$ cat config.mk
export PLATFORM = sky130hd
export DESIGN_NAME = change_dispenser
export DESIGN_NICKNAME = d
export VERILOG_FILES = /design/src/rtl/change_pkg.sv /design/src/rtl/coin_tube.sv /design/src/rtl/change_dispenser.sv
export SDC_FILE = /design/constraint.sdc
export NUM_CORES = 1
export LEC_CHECK = 0
export CORE_MARGIN = 3
export CORE_UTILIZATION = 54
export CTS_BUF_LIST = sky130_fd_sc_hd__clkbuf_8 sky130_fd_sc_hd__clkbuf_16
export DETAILED_ROUTE_END_ITERATION = 12
export PLACE_DENSITY = 0.87
export SYNTH_ARGS = -nofsm -noshare
export SYNTH_HDL_FRONTEND = slang
export SYNTH_SLANG_ARGS = --single-unit
$ cat constraint.sdc
create_clock -name clk -period 4 [get_ports clk]
set_input_delay 1.2 -clock clk [delete_from_list [all_inputs] [get_ports clk]]
set_output_delay 1.2 -clock clk [all_outputs]
set_load 0.1 [all_outputs]
$ cat src/rtl/change_pkg.sv
// Shared definitions for the change dispenser.
// Holds the 3-bit change code constants, the dispenser FSM state encoding and
// helpers that translate a change code into nickel units.
package change_pkg;

  // Change codes as produced by the upstream vending FSM
  localparam logic [2:0] CHG_ZERO        = 3'b000;
  localparam logic [2:0] CHG_NICKEL      = 3'b001;
  localparam logic [2:0] CHG_DIME        = 3'b010;
  localparam logic [2:0] CHG_NICKEL_DIME = 3'b011;
  localparam logic [2:0] CHG_DIME_DIME   = 3'b100;
  localparam logic [2:0] CHG_QUARTER     = 3'b101;

  typedef enum logic [2:0] {
    ST_IDLE,
    ST_SELECT,
    ST_PULSE,
    ST_GAP,
    ST_DONE,
    ST_SHORT
  } state_e;

  // Amount owed in nickel units; unused codes map to nothing owed
  function automatic logic [2:0] code_units(input logic [2:0] code);
    logic [2:0] units;
    case (code)
      CHG_ZERO:        units = 3'd0;
      CHG_NICKEL:      units = 3'd1;
      CHG_DIME:        units = 3'd2;
      CHG_NICKEL_DIME: units = 3'd3;
      CHG_DIME_DIME:   units = 3'd4;
      CHG_QUARTER:     units = 3'd5;
      default:         units = 3'd0;
    endcase
    return units;
  endfunction

  function automatic logic code_is_bad(input logic [2:0] code);
    return code > CHG_QUARTER;
  endfunction

endpackage

$ cat src/rtl/coin_tube.sv
// Inventory counter for one coin tube.
// Ports:
//   clk, reset : clock and synchronous active-high reset (loads INIT)
//   refill     : add one coin this cycle (saturates at all-ones)
//   dec        : remove one coin this cycle (ignored at zero)
//   count      : current inventory
module coin_tube #(
  parameter int COUNT_W = 6,
  parameter int INIT    = 8
) (
  input  logic               clk,
  input  logic               reset,
  input  logic               refill,
  input  logic               dec,
  output logic [COUNT_W-1:0] count
);

  localparam logic [COUNT_W-1:0] CNT_MAX = '1;

  logic [COUNT_W-1:0] cnt_q, cnt_d;

  // A coin arriving while one is ejected leaves the count unchanged
  always_comb begin
    cnt_d = cnt_q;
    if (refill && !dec) begin
      if (cnt_q != CNT_MAX) cnt_d = cnt_q + 1'b1;
    end else if (dec && !refill) begin
      if (cnt_q != '0) cnt_d = cnt_q - 1'b1;
    end
  end

  always_ff @(posedge clk) begin
    if (reset) cnt_q <= COUNT_W'(INIT);
    else       cnt_q <= cnt_d;
  end

  assign count = cnt_q;

endmodule

$ cat src/rtl/change_dispenser.sv
// Converts a change code into timed nickel/dime eject pulses, greedy dimes
// first, while tracking tube inventory and flagging shortfalls.
// Ports:
//   clk, reset                  : clock, synchronous active-high reset
//   change                      : change code, sampled while ready
//   refill_nickel, refill_dime  : +1 coin per high cycle
//   ready                       : idle, a code may be presented
//   eject_nickel, eject_dime    : registered solenoid drives
//   done, short, bad_code       : one-cycle status pulses
//   short_amt                   : unpaid remainder, held until next accept
//   nickel_cnt, dime_cnt        : tube inventories
module change_dispenser
  import change_pkg::*;
#(
  parameter int COUNT_W     = 6,
  parameter int NICKEL_INIT = 8,
  parameter int DIME_INIT   = 8,
  parameter int PULSE_LEN   = 2,
  parameter int GAP_LEN     = 1
) (
  input  logic               clk,
  input  logic               reset,
  input  logic [2:0]         change,
  input  logic               refill_nickel,
  input  logic               refill_dime,
  output logic               ready,
  output logic               eject_nickel,
  output logic               eject_dime,
  output logic               done,
  output logic               short,
  output logic [2:0]         short_amt,
  output logic               bad_code,
  output logic [COUNT_W-1:0] nickel_cnt,
  output logic [COUNT_W-1:0] dime_cnt
);

  localparam int TMR_MAX = (PULSE_LEN > GAP_LEN) ? PULSE_LEN : GAP_LEN;
  localparam int TMR_W   = $clog2(TMR_MAX + 1);
  localparam logic [TMR_W-1:0] PULSE_END = TMR_W'(PULSE_LEN - 1);
  localparam logic [TMR_W-1:0] GAP_END   = TMR_W'(GAP_LEN - 1);

  state_e           state_q, state_d;
  logic [2:0]       rem_q, rem_d;
  logic [TMR_W-1:0] tmr_q, tmr_d;
  logic             coin_dime_q, coin_dime_d;
  logic             dec_nickel, dec_dime;
  logic             accept;

  logic             eject_nickel_q, eject_nickel_d;
  logic             eject_dime_q, eject_dime_d;
  logic             done_q, done_d;
  logic             short_q, short_d;
  logic [2:0]       short_amt_q, short_amt_d;
  logic             bad_code_q, bad_code_d;

  assign accept = (state_q == ST_IDLE) && (change != CHG_ZERO) && !code_is_bad(change);

  // State register plus every registered output
  always_ff @(posedge clk) begin
    if (reset) begin
      state_q        <= ST_IDLE;
      rem_q          <= '0;
      tmr_q          <= '0;
      coin_dime_q    <= 1'b0;
      eject_nickel_q <= 1'b0;
      eject_dime_q   <= 1'b0;
      done_q         <= 1'b0;
      short_q        <= 1'b0;
      short_amt_q    <= '0;
      bad_code_q     <= 1'b0;
    end else begin
      state_q        <= state_d;
      rem_q          <= rem_d;
      tmr_q          <= tmr_d;
      coin_dime_q    <= coin_dime_d;
      eject_nickel_q <= eject_nickel_d;
      eject_dime_q   <= eject_dime_d;
      done_q         <= done_d;
      short_q        <= short_d;
      short_amt_q    <= short_amt_d;
      bad_code_q     <= bad_code_d;
    end
  end

  // Next-state logic; SELECT picks a dime whenever at least two units remain
  // and a dime is in stock, otherwise falls back to a nickel.
  always_comb begin
    state_d     = state_q;
    rem_d       = rem_q;
    tmr_d       = tmr_q;
    coin_dime_d = coin_dime_q;
    dec_nickel  = 1'b0;
    dec_dime    = 1'b0;
    case (state_q)
      ST_IDLE: begin
        if (accept) begin
          rem_d   = code_units(change);
          state_d = ST_SELECT;
        end
      end
      ST_SELECT: begin
        tmr_d = '0;
        if (rem_q == 3'd0) begin
          state_d = ST_DONE;
        end else if (rem_q >= 3'd2 && dime_cnt != '0) begin
          coin_dime_d = 1'b1;
          rem_d       = rem_q - 3'd2;
          dec_dime    = 1'b1;
          state_d     = ST_PULSE;
        end else if (nickel_cnt != '0) begin
          coin_dime_d = 1'b0;
          rem_d       = rem_q - 3'd1;
          dec_nickel  = 1'b1;
          state_d     = ST_PULSE;
        end else begin
          state_d = ST_SHORT;
        end
      end
      ST_PULSE: begin
        if (tmr_q == PULSE_END) begin
          tmr_d   = '0;
          state_d = ST_GAP;
        end else begin
          tmr_d = tmr_q + 1'b1;
        end
      end
      ST_GAP: begin
        if (tmr_q == GAP_END) begin
          tmr_d   = '0;
          state_d = ST_SELECT;
        end else begin
          tmr_d = tmr_q + 1'b1;
        end
      end
      ST_DONE:  state_d = ST_IDLE;
      ST_SHORT: state_d = ST_IDLE;
      default:  state_d = ST_IDLE;
    endcase
  end

  // Output decode; ejects follow PULSE one cycle later so they are glitch-free
  always_comb begin
    eject_nickel_d = (state_q == ST_PULSE) && !coin_dime_q;
    eject_dime_d   = (state_q == ST_PULSE) && coin_dime_q;
    done_d         = (state_q == ST_DONE);
    short_d        = (state_q == ST_SHORT);
    bad_code_d     = (state_q == ST_IDLE) && code_is_bad(change);
    short_amt_d    = short_amt_q;
    if (accept)                     short_amt_d = '0;
    else if (state_q == ST_SHORT)   short_amt_d = rem_q;
  end

  coin_tube #(.COUNT_W(COUNT_W), .INIT(NICKEL_INIT)) u_nickel_tube (
    .clk    (clk),
    .reset  (reset),
    .refill (refill_nickel),
    .dec    (dec_nickel),
    .count  (nickel_cnt)
  );

  coin_tube #(.COUNT_W(COUNT_W), .INIT(DIME_INIT)) u_dime_tube (
    .clk    (clk),
    .reset  (reset),
    .refill (refill_dime),
    .dec    (dec_dime),
    .count  (dime_cnt)
  );

  assign ready        = (state_q == ST_IDLE);
  assign eject_nickel = eject_nickel_q;
  assign eject_dime   = eject_dime_q;
  assign done         = done_q;
  assign short        = short_q;
  assign short_amt    = short_amt_q;
  assign bad_code     = bad_code_q;

endmodule

* Word level (Yosys, flattened, before mapping) *
Cells that the tools add are included.

word-level totals
  register bits = 29
  input port bits = 7
  output and inout bits = 21
  logic and storage cells = 110

operators by class
  add/sub/neg operators = 7
  $lt $le $gt $ge = 2
  equal/unequal tests = 20
  muxes and demuxes = 33
  bitwise logic cells = 1
  reductions and logical operators = 35

operators by type and width
  kind                   number
  $mux W6                8
  $mux W3                10
  $pmux W3 S5            1
  $add A6 B1 Y6 const B  2
  $eq A3 B2 Y1 const B   4
  $eq A3 B3 Y1 const B   4
  $ne A6 B6 Y1 const B   2
  $pmux W3 S4            1
  $reduce_and A3 Y1      4
  $reduce_bool A2 Y1     6
  $reduce_bool A6 Y1     2
  $sub A6 B1 Y6 const B  2
  $logic_and A1 B1 Y1    10
  $ne A2 B2 Y1 const B   5
  $mux W1                9
  $eq A3 B1 Y1 const B   2
  $logic_not A1 Y1       6
  $logic_not A3 Y1       2
  $pmux W2 S3            1
  $pmux W3 S2            1
  $reduce_bool A3 Y1     2
  $mux W2                2
  $reduce_and A4 Y1      1
  $ge A3 B2 Y1 const B   1
  10 further kinds       10

* Longest topological paths before layout *
Gate-level depths: netlist of the first run.

  depth in word-level cells = 9
  mapped depth = 13
  gate-level depth less buffers = 13

* Hierarchy *
Synthesis of the first run repeated with hierarchy kept, for this count alone.

unflattened totals
  cells, all modules = 223
  area total of the unflattened synthesis = 1940.6 µm²

by module, submodules not included
  module            instances  cells each  area each (µm²)  seq. area each (µm²)
  change_dispenser  1          125         1067.3           340.3
  coin_tube         2          49          436.7            120.1

* Least setup slack after synthesis of the first run *
No wires, ideal clock.

  path kind = flip-flop to output port
  start = reg state_q[0]
  end = out ready
  arrival time = 2685 ps
  data required time = 2800 ps
  setup slack = 115 ps
  stages on the path, launching flop included = 3
  buffers on the path = 1
  path through = dfxtp_1 > clkbuf_1 > nor3_1

between the ends
  longest elaborated chain between the ends = 1

ends and longest elaborated chain
  what                    RTL line                 text
  start, declared         change_dispenser.sv:42   state_e state_q, state_d;
  start signal, assigned  change_dispenser.sv:72   state_q <= state_d;
  $logic_not A3 Y1        change_dispenser.sv:169  assign ready = (state_q == ST_IDLE);
  end, declared           change_dispenser.sv:26   output logic ready,

No other way between the ends.

* Worst setup path in the final report of the first run *
  start = reg state_q[0]
  end = reg u_nickel_tube.cnt_q[5], in the netlist u_nickel_tube.count[5]

between the ends
  longest elaborated chain between the ends = 6
  elaborated cells between the ends (all ways) = 10
  those cells by class = 2 x eq/ne; 2 x mux; 6 x reduce/logical

ends and longest elaborated chain
  what                                                          RTL line                text
  $eq A3 B1 Y1 (*)                                              change_dispenser.sv:94  case (state_q)
  $mux W1 (*)                                                   change_dispenser.sv:94
  $logic_not A1 Y1                                              coin_tube.sv:25         if (refill && !dec) begin
  $logic_and A1 B1 Y1                                           coin_tube.sv:25
  $ne A2 B2 Y1 (no line) or $reduce_bool A2 Y1 (tied branches)  -
  $reduce_and A3 Y1 (no line)                                   -
  end signal, assigned                                          coin_tube.sv:33         if (reset) cnt_q <= COUNT_W'(INIT);
  end signal, assigned                                          coin_tube.sv:34         else cnt_q <= cnt_d;
  end, declared                                                 coin_tube.sv:20         logic [COUNT_W-1:0] cnt_q, cnt_d;

Mark *: on every way between the ends. The rest lies on a longest branch, timed or not.
A chain may end at the register's enable or synchronous reset.

==> run_results.csv, run 1 <==
group,metric,value,unit
critical_path,timing.critical_path.max_delay_family,"compound AO/OA/AOI/OAI gates",
layout,insertedDiodeCount,0,
global_routing,grt_overflow_total,0,
synth,ys.warnings.count,0,
floorplan,rows,20,
synth,syn_area_per_cell,8.62,µm²
global_routing,grt_first_pass_wirelength,6.62,mm
critical_path,worst-endpoint-arrival,3.73,ns
synth,ys_seq_elements,29,
clocking,root_buffer_selected_by_cts,"sky130_fd_sc_hd__clkbuf_8",
layout,mostFrequentLayoutCells,"sky130_fd_sc_hd__dfxtp_1 (29), sky130_fd_sc_hd__nor2_1 (24), sky130_fd_sc_hd__clkdlybuf4s50_1 (23)",
drt,dr.first_iter.drc_count,60,
worst_hold_path,timing.hold.worst.class,"reg2reg",
floorplan,die-width,64.2,µm
clocking,ctsHtreeMaxLevel,2,
run_status,result_of_the_run,"complete, no violations",
synth,syn_area,0.00183,mm²
floorplan,i_o_pin_count,28,
synth,async_reset_ff_share,0,%
layout,num-fill-cells,267,
sta,setup_tns,0,ns
sta,final-max-slew-violation-count,0,
critical_path,slowest_delay,0.57,ns
place,globalplace.congestion,0.881,
sta,timing_worst_slew_pin_value,0.974,ns
synth,synthDominantAreaCellType,"sky130_fd_sc_hd__dfxtp_1",
drt,wl_per_cell,13.0,µm
critical_path,cpMaxStageDelayCell,"sky130_fd_sc_hd__dfxtp_1",
synth,synthTopCellsByArea,"sky130_fd_sc_hd__dfxtp_1 (32%), sky130_fd_sc_hd__ha_1 (12%), sky130_fd_sc_hd__nor2_1 (4.9%), sky130_fd_sc_hd__a21oi_1 (4.4%), sky130_fd_sc_hd__mux2i_1 (3.3%)",
pwr,static-leakage-power,0.944,nW
critical_path,critical_path_peak_fanout,14,
global_routing,first_global_vias,1548,
drt,drt_pass1_iterations,5,
layout,final_layout_size_suffix_gt1_share,7.85,%
clocking,postCtsResizedCells,0,
pwr,vdd.ir_drop.worst,0.681,mV
clocking,cts_setup_buffers,0,
floorplan,die_height,64.2,µm
clocking,buffer_levels_on_the_longest_clock_path,2,
floorplan,design.core.area,0.00313,mm²
clocking,tritoncts,"done",
drt,drt-total-wl,3.71,mm
synth,synth-edff-count,0,
critical_path,timing.critical_path.from_type,"flop",
critical_path,crit_path_end_kind,"flop",
clocking,clock_pin_transition_on_the_worst_setup_and_hold_timing_paths,0.06,ns
layout,most_common_cell_after_layout_fill_and_taps_aside,"sky130_fd_sc_hd__dfxtp_1",
synth,synth_seq_area_share,31.8,%
critical_path,critical_path.n_buffers_inverters,0,
sta,period_needed,3.59,ns
drt,drtAntennaViolNets,0,
critical_path,timing.critical_path.required,4.14,ns
pwr,final_total_power,0.00199,W
place,place.detailed.hpwl,2.73,mm
synth,synth_cell_type_count,42,
critical_path,setup.worst_path.class,"reg2reg",
layout,synth_to_layout_area_growth,22.1,%
synth,synth_nets,239,
sta,rsz0062_at_grt,"false",
sta,hold_violation_count_in_the_final_report,0,
sta,fmax,278,MHz
place,place.port_buffers,27,
run,timing.max_cap.violations,0,
layout,final_net_count,268,
clocking,clk_latency,0.28,ns
drt,drc,0,
global_routing,grt_max_degree,18,
critical_path,crit_path_cell_trace,"or3b_1, a211o_1, o21ai_0, ha_1, a211oi_1, o21bai_1, a21oi_1, mux2i_1, xor2_1, nor2_1",
clocking,cts_num_sinks,29,
synth,ys.flop_type,"sky130_fd_sc_hd__dfxtp_1",
global_routing,grt.total_usage,20.3,%
floorplan,start_util,58.4,%
synth,synth_largest_type_area_fraction,31.8,%
sta,period_share,89.8,%
pwr,power.density_cell_area,892,mW/mm²
sta,fin_skew,0.00599,ns
sta,setup_viol,0,
drt,routed_via_density,5.65,
clocking,cts_hold_buf,0,
global_routing,antenna_found_initial,0,
clocking,cts_made_buffers,5,
floorplan,design.die.area,0.00412,mm²
drt,vias,1616,
sta,maxSlewHeadroom,34.9,%
synth,postSynthCellCount,212,
[stage by stage]
stage / cells / area, µm² / hold slack, ns / setup slack, ns / utilization, %
2_1_floorplan: 212 / 1830 / 0.416 / 0.115 / -
3_3_place_gp: 278 / 2130 / 0.444 / 0.533 / 68.1
3_5_place_dp: 278 / 2130 / 0.448 / 0.390 / 68.1
4_1_cts: 286 / 2230 / 0.456 / 0.419 / 71.3
5_1_grt: 286 / 2230 / 0.472 / 0.203 / 71.3
6_report: 286 / 2230 / 0.452 / 0.408 / 71.3
[logic make-up after synthesis]
logic type	Yosys count	share of synthesized area, %
AO/OA/AOI/OAI	53	19.9
XOR/XNOR	10	4.79
adder cells (fa/ha/maj)	21	15.1
buffers and inverters	20	4.18
flip-flops	29	31.8
multiplexers	7	4.52
AND/OR/NAND/NOR	72	19.7
[path summary, 6_finish.rpt]
path	endpoint	slack, ns	startpoint	cells after the start
worst max-delay path	u_nickel_tube.count[5]$_SDFFE_PP0P_	0.41	state_q[0]$_SDFFE_PP0P_	10
worst max register to register	u_nickel_tube.count[5]$_SDFFE_PP0P_	0.41	state_q[0]$_SDFFE_PP0P_	10
worst min-delay path	short_amt[1]$_SDFFE_PP0P_	0.45	short_amt[1]$_SDFFE_PP0P_	2
worst min register to register	short_amt[1]$_SDFFE_PP0P_	0.45	short_amt[1]$_SDFFE_PP0P_	2
[cell usage after synthesis (2+ instances only)]
cell / n
sky130_fd_sc_hd__a211o_1: 3
sky130_fd_sc_hd__a211oi_1: 5
sky130_fd_sc_hd__a21o_1: 5
sky130_fd_sc_hd__a21oi_1: 16
sky130_fd_sc_hd__a311oi_1: 4
sky130_fd_sc_hd__and3b_1: 2
sky130_fd_sc_hd__clkbuf_1: 5
sky130_fd_sc_hd__dfxtp_1: 29
sky130_fd_sc_hd__fa_1: 2
sky130_fd_sc_hd__ha_1: 18
sky130_fd_sc_hd__inv_1: 13
sky130_fd_sc_hd__mux2i_1: 6
sky130_fd_sc_hd__nand2_1: 16
sky130_fd_sc_hd__nand2b_1: 3
sky130_fd_sc_hd__nand3_1: 5
sky130_fd_sc_hd__nor2_1: 24
sky130_fd_sc_hd__nor2b_1: 4
sky130_fd_sc_hd__nor3_1: 7
sky130_fd_sc_hd__nor3b_1: 2
sky130_fd_sc_hd__nor4_1: 2
sky130_fd_sc_hd__o211ai_1: 2
sky130_fd_sc_hd__o21ai_0: 6
sky130_fd_sc_hd__o21bai_1: 3
sky130_fd_sc_hd__o31ai_1: 4
sky130_fd_sc_hd__xnor2_1: 6
sky130_fd_sc_hd__xor2_1: 4
[routing by layer]
| layer | routed length [µm] | global-route usage, % | vias to the layer above |
|---|---|---|---|
| met2 | 1740 | 33.7 | 43 |
| met4 | 51 | 7.92 | 0 |
| met1 | 1710 | 24.3 | 751 |
| met3 | 212 | 6.50 | 6 |
| li1 | - | - | 816 |
| met5 | 0 | 0 | - |
[flip-flops by register name (all words and copies together), names as in the netlist, 2 cells and up]
register and flops:
u_dime_tube.count 6, u_nickel_tube.count 6, rem_q 3, short_amt 3, state_q 3, tmr_q 2
[report_power, final]
part | internal, W | switching [W]
sequential | 0.000371 | 0.000123
clock | 0.000155 | 0.000110
combinational | 0.000407 | 0.000824
[layout make-up]
type | count | area (µm²) | share of cell area (%)
inverter | 13 | 48.8 | 2.19
multi-input combinational | 163 | 1170 | 52.4
clock inverter | 1 | 5.00 | 0.224
sequential | 29 | 581 | 26.0
tap | 44 | 55.1 | 2.47
timing repair buffer | 29 | 275 | 12.3
clock buffer | 7 | 96.3 | 4.32
[worst reg2reg max path, delay by kind of cell, from the launching register on]
family / cells / cell delay [ns]
AO/OA/AOI/OAI: 5 / 1.58
flip-flops: 1 / 0.57
AND/OR/NAND/NOR: 2 / 0.55
adder cells (fa/ha/maj): 1 / 0.37
multiplexers: 1 / 0.23
XOR/XNOR: 1 / 0.16
(Power assumes the default switching activity.)
==> inputs of run 2 (changes only) <==
- CORE_MARGIN: 3 -> 2
- GPL_ROUTABILITY_DRIVEN: not set -> 1
==> run 2 against run 1 <==
Setup slack improved by 0.027 ns. Combinational power about the same. Global-route usage up 0.40 points. Critical endpoint unchanged. Clock skew hardly changed. Flip-flop and latch count stayed put. Critical path type unchanged. Wire length is 3.1% higher. Clock-buffer cell count fell by 2.
==> run_results.csv, run 2 (synthesized netlist as in run 1, its figures left out) <==
group,metric,value,unit
run_status,result_of_the_run,"complete, no violations",
layout,synth_to_layout_area_growth,20.8,%
sta,rsz0062_at_grt,"false",
drt,dr.first_iter.drc_count,51,
worst_hold_path,worst_hold_path.num_cells,2,
floorplan,design.core.area,0.00328,mm²
critical_path,worst_r2r_startpoint,"state_q[0]$_SDFFE_PP0P_",
pwr,vdd.ir_drop.worst,0.753,mV
drt,drc,0,
critical_path,end_of_the_worst_register_to_register_path,"u_nickel_tube.count[5]$_SDFFE_PP0P_",
sta,fin_skew,0.00627,ns
sta,setup_viol,0,
clocking,buffer_levels_on_the_longest_clock_path,2,
pwr,power.density_cell_area,885,mW/mm²
floorplan,i_o_pin_count,28,
drt,wl_per_cell,13.3,µm
sta,final-max-slew-violation-count,0,
place,place.port_buffers,27,
global_routing,first_global_vias,1464,
global_routing,grt_first_pass_wirelength,6.49,mm
clocking,cts_setup_buffers,0,
floorplan,die-width,62.2,µm
floorplan,start_util,55.6,%
critical_path,r2r_setup_slack,0.44,ns
run,timing.max_cap.violations,0,
sta,maxSlewHeadroom,35.1,%
critical_path,critical_path_peak_fanout,14,
drt,drt-total-wl,3.83,mm
floorplan,die_height,62.2,µm
clocking,clk_latency,0.29,ns
critical_path,timing.critical_path.from_type,"flop",
clocking,tritoncts,"done",
place,place.detailed.hpwl,2.73,mm
global_routing,groute.layer.met3.usage,4.71,%
global_routing,grt.met1_usage,26.3,%
clocking,clock_pin_transition_on_the_worst_setup_and_hold_timing_paths,0.07,ns
sta,period_needed,3.56,ns
worst_hold_path,min-delay-start,"short_amt[0]$_SDFFE_PP0P_",
worst_hold_path,hold_end,"short_amt[0]$_SDFFE_PP0P_",
floorplan,rows,21,
sta,setup_tns,0,ns
layout,fin_area,0.00221,mm²
drt,drtAntennaViolNets,0,
sta,period_share,89.1,%
critical_path,worstRegToRegCells,10,
clocking,ctsHtreeMaxLevel,2,
clocking,cts_num_sinks,29,
critical_path,timing.critical_path.max_delay_family,"compound AO/OA/AOI/OAI gates",
critical_path,cpMaxStageDelayCell,"sky130_fd_sc_hd__o21ai_0",
clocking,cts_made_buffers,5,
pwr,static-leakage-power,0.934,nW
global_routing,grt.total_usage,20.7,%
global_routing,global_route.usage.met2,34.0,%
layout,mostFrequentLayoutCells,"sky130_fd_sc_hd__dfxtp_1 (29), sky130_fd_sc_hd__nor2_1 (24), sky130_fd_sc_hd__clkdlybuf4s50_1 (23)",
place,globalplace.congestion,0.869,
sta,hold_violation_count_in_the_final_report,0,
critical_path,slowest_delay,0.58,ns
sta,fmax,281,MHz
layout,final_net_count,267,
global_routing,grt_overflow_total,0,
critical_path,critical_path.n_buffers_inverters,0,
layout,insertedDiodeCount,0,
critical_path,worst-endpoint-arrival,3.74,ns
layout,most_common_cell_after_layout_fill_and_taps_aside,"sky130_fd_sc_hd__dfxtp_1",
worst_hold_path,timing.hold.worst.class,"reg2reg",
drt,drt_pass1_iterations,4,
clocking,postCtsResizedCells,0,
critical_path,timing.critical_path.required,4.17,ns
global_routing,grt_max_degree,29,
critical_path,crit_path_end_kind,"flop",
place,placed_cell_area,0.00212,mm²
global_routing,antenna_found_initial,0,
floorplan,design.die.area,0.00386,mm²
clocking,root_buffer_selected_by_cts,"sky130_fd_sc_hd__clkbuf_8",
drt,routed_via_density,5.53,
critical_path,crit_path_cell_trace,"or3b_1, a211o_1, o21ai_0, ha_1, a211oi_1, o21bai_1, a21oi_1, mux2i_1, xor2_1, nor2_1",
sta,fin_hold_ws,0.459,ns
sta,timing_worst_slew_pin_value,0.971,ns
layout,final_layout_size_suffix_gt1_share,7.05,%
clocking,cts_hold_buf,0,
global_routing,gr-max-usage-layer,"met2",
critical_path,setup.worst_path.class,"reg2reg",
drt,vias,1587,
-- run 2: changes by cell type in the layout (fill, tap and decap cells not counted), sizes merged --
cell / previous run / this run
clkbuf: 7 / 5
clkinv: 1 / 2
buf: 6 / 5
inv: 13 / 14
-- run 2: where the power goes --
group	switching, W	leakage [nW]	internal [W]
combinational	0.000828	0.647	0.000396
sequential	0.000122	0.238	0.000371
clock	0.000118	0.0491	0.000118
-- run 2: stage by stage --
| stage | utilization (%) | setup slack (ns) | std cells | power, W |
|---|---|---|---|---|
| finish | 67.2 | 0.435 | 287 | 0.00195 |
| global route | 67.2 | 0.235 | 287 | 0.00208 |
| CTS | 67.2 | 0.495 | 287 | 0.00195 |
| detailed placement | 64.7 | 0.499 | 279 | 0.00171 |
| global placement | 64.7 | 0.560 | 279 | 0.00169 |
| floorplan | - | 0.115 | 212 | 0.00147 |
-- run 2: layout make-up --
| type | instances | area (µm²) |
|---|---|---|
| tap | 46 | 57.6 |
| sequential | 29 | 581 |
| timing repair buffer | 28 | 268 |
| clock buffer | 5 | 68.8 |
| inverter | 13 | 48.8 |
| fill | 280 | 1080 |
| multi-input combinational | 163 | 1170 |
| clock inverter | 3 | 13.8 |
-- run 2: worst max path at each step --
stage,start,cells past startpoint,to,slack [ns]
final,state_q[0]$_SDFFE_PP0P_,10,u_nickel_tube.count[5]$_SDFFE_PP0P_,0.44
after global routing,state_q[0]$_SDFFE_PP0P_,10,u_nickel_tube.count[5]$_SDFFE_PP0P_,0.23
after CTS,state_q[0]$_SDFFE_PP0P_,10,u_nickel_tube.count[5]$_SDFFE_PP0P_,0.49
after detailed placement,refill_nickel,9,u_nickel_tube.count[5]$_SDFFE_PP0P_,0.50
after global placement,refill_nickel,9,u_nickel_tube.count[5]$_SDFFE_PP0P_,0.56
after floorplan,state_q[0]$_SDFFE_PP0P_,2,ready,0.11
-- run 2: layer usage --
metal | vias up | wire length (µm)
met5 | - | 0
met2 | 32 | 1840
li1 | 810 | -
met4 | 0 | 54
met1 | 738 | 1770
met3 | 7 | 167
-- run 2: worst min-delay path, delay by kind of cell, from the launching register on --
family / cells / cell delay [ns]
and+or+nand+nor: 1 / 0.05
AOI/OAI and AO/OA: 1 / 0.05
DFF: 1 / 0.31
==> inputs of run 3 (changes only) <==
- CELL_PAD_IN_SITES_DETAIL_PLACEMENT: not set -> 0
- CELL_PAD_IN_SITES_GLOBAL_PLACEMENT: not set -> 1
- CORE_UTILIZATION: 54 -> 40
- PLACE_DENSITY: 0.87 -> 0.86
==> run 3 against run 2 <==
Wire length rose by 2.1%. Power rose by 0.23%. Non-clock buffer count rose by 1. Critical endpoint unchanged. Largest cell class unchanged.
==> run_results.csv, run 3 (synthesized netlist as in run 1, its figures left out) <==
group,metric,value,unit
run_status,result_of_the_run,"complete, no violations",
place,place.port_buffers,27,
floorplan,i_o_pin_count,28,
pwr,p_int,0.000903,W
global_routing,grt_first_pass_wirelength,6.82,mm
drt,vias,1574,
place,globalplace.congestion,0.843,
sta,maxSlewHeadroom,34.7,%
drt,routed_via_density,5.37,
sta,setup_viol,0,
clocking,cts_made_buffers,5,
critical_path,setup.worst_path.class,"reg2reg",
layout,most_common_cell_after_layout_fill_and_taps_aside,"sky130_fd_sc_hd__dfxtp_1",
sta,rsz0062_at_grt,"false",
sta,hold_violation_count_in_the_final_report,0,
layout,final_util,50.8,%
floorplan,start_util,41.7,%
layout,synth_to_layout_area_growth,21.8,%
layout,mostFrequentLayoutCells,"sky130_fd_sc_hd__dfxtp_1 (29), sky130_fd_sc_hd__nor2_1 (24), sky130_fd_sc_hd__clkdlybuf4s50_1 (23)",
clocking,cts_num_sinks,29,
clocking,postCtsResizedCells,0,
drt,dr.first_iter.drc_count,36,
critical_path,critical_path_peak_fanout,14,
global_routing,antenna_found_initial,0,
clocking,ctsHtreeMaxLevel,2,
clocking,cts_hold_buf,0,
floorplan,die-width,71.6,µm
sta,period_share,87.7,%
drt,drt_pass1_iterations,4,
pwr,share_clk_of_total_power,12.3,%
pwr,p_sw,0.00105,W
worst_hold_path,worst_hold_path.num_cells,1,
floorplan,die_height,71.6,µm
clocking,clock_pin_transition_on_the_worst_setup_and_hold_timing_paths,0.06,ns
sta,timing_worst_slew_pin_value,0.976,ns
drt,wl_per_cell,13.3,µm
critical_path,cpMaxStageDelayCell,"sky130_fd_sc_hd__dfxtp_1",
pwr,final_total_power,0.00196,W
sta,fin_skew,0.00588,ns
drt,drt-total-wl,3.91,mm
critical_path,worst-endpoint-arrival,3.68,ns
pwr,netSwitchingFraction,53.9,%
layout,layout.cells.non_filler,293,
critical_path,crit_path_end_kind,"flop",
pwr,vdd.ir_drop.worst,0.600,mV
drt,drtAntennaViolNets,0,
worst_hold_path,timing.hold.worst.class,"reg2reg",
floorplan,design.core.area,0.00438,mm²
layout,final_layout_size_suffix_gt1_share,7.05,%
layout,final_net_count,268,
sta,period_needed,3.51,ns
sta,fmax,285,MHz
global_routing,grt_overflow_total,0,
layout,num-fill-cells,432,
pwr,power.density_cell_area,879,mW/mm²
place,place.detailed.hpwl,2.81,mm
run,timing.max_cap.violations,0,
global_routing,first_global_vias,1557,
critical_path,r2r_setup_slack,0.49,ns
floorplan,design.die.area,0.00512,mm²
critical_path,worstRegToRegCells,10,
pwr,power.share.combinational,62.5,%
layout,insertedDiodeCount,0,
critical_path,timing.critical_path.from_type,"flop",
clocking,tritoncts,"done",
sta,final-max-slew-violation-count,0,
floorplan,rows,24,
clocking,buffer_levels_on_the_longest_clock_path,2,
pwr,static-leakage-power,0.938,nW
clocking,cts_setup_buffers,0,
drt,drc,0,
global_routing,grt.total_usage,16.4,%
clocking,root_buffer_selected_by_cts,"sky130_fd_sc_hd__clkbuf_8",
critical_path,crit_path_cell_trace,"or3b_1, a211o_1, o21ai_0, ha_1, a211oi_1, o21bai_1, a21oi_1, mux2i_1, xor2_1, nor2_1",
pwr,part_of_the_power_in_registers,25.2,%
place,placed_cells,286,
clocking,clk_latency,0.27,ns
critical_path,timing.critical_path.required,4.17,ns
global_routing,grt_max_degree,20,
sta,setup_tns,0,ns
critical_path,slowest_delay,0.60,ns
run 3: worst paths after layout:
check,startpoint,to
setup / recovery,state_q[0]$_SDFFE_PP0P_,u_nickel_tube.count[5]$_SDFFE_PP0P_
hold / removal,coin_dime_q$_SDFFE_PP0P_,eject_nickel$_SDFF_PP0_
setup reg to reg,state_q[0]$_SDFFE_PP0P_,u_nickel_tube.count[5]$_SDFFE_PP0P_
hold reg to reg,coin_dime_q$_SDFFE_PP0P_,eject_nickel$_SDFF_PP0_
run 3: layout make-up:
| cell class | count | area, µm² | share of cell area [%] |
|---|---|---|---|
| clock inverters | 1 | 3.75 | 0.169 |
| repair buffers | 29 | 275 | 12.4 |
| multi-input cells | 163 | 1170 | 52.6 |
| well taps | 52 | 65.1 | 2.92 |
| clock buffers | 6 | 82.6 | 3.71 |
| inverters | 13 | 48.8 | 2.19 |
| flip-flops and latches | 29 | 581 | 26.1 |
run 3: metal layers:
metal | routed length [µm] | global-route usage (%) | vias up
li1 | - | - | 817
met1 | 1980 | 21.6 | 726
met2 | 1730 | 26.4 | 27
met3 | 162 | 3.52 | 4
met4 | 38 | 6.29 | 0
met5 | 0 | 0 | -
run 3: per-stage QoR:
| step | worst slack, ns | cell area (µm²) | hold slack (ns) |
|---|---|---|---|
| finish | 0.492 | 2230 | 0.447 |
| global route | 0.260 | 2230 | 0.465 |
| CTS | 0.519 | 2230 | 0.449 |
| detailed placement | 0.447 | 2140 | 0.440 |
| global placement | 0.563 | 2140 | 0.437 |
| floorplan | 0.115 | 1830 | 0.416 |
run 3: critical path, delay by kind of cell, from the launching register on:
family / cells / cell delay (ns)
xor gates and xnor gates: 1 / 0.17
AOI/OAI and AO/OA: 5 / 1.56
DFF: 1 / 0.60
and+or+nand+nor: 2 / 0.48
muxes: 1 / 0.24
adders and majority gates: 1 / 0.36
run 3: power groups by stage:
| stage | Combinational (W) | Sequential (W) | Clock (W) |
|---|---|---|---|
| finish | 0.00122 | 0.000494 | 0.000240 |
| CTS | 0.00123 | 0.000494 | 0.000250 |
| floorplan | 0.000632 | 0.000837 | 0 |
| global route | 0.00133 | 0.000509 | 0.000261 |
| global placement | 0.00121 | 0.000500 | 0 |
| detailed placement | 0.00122 | 0.000497 | 0 |
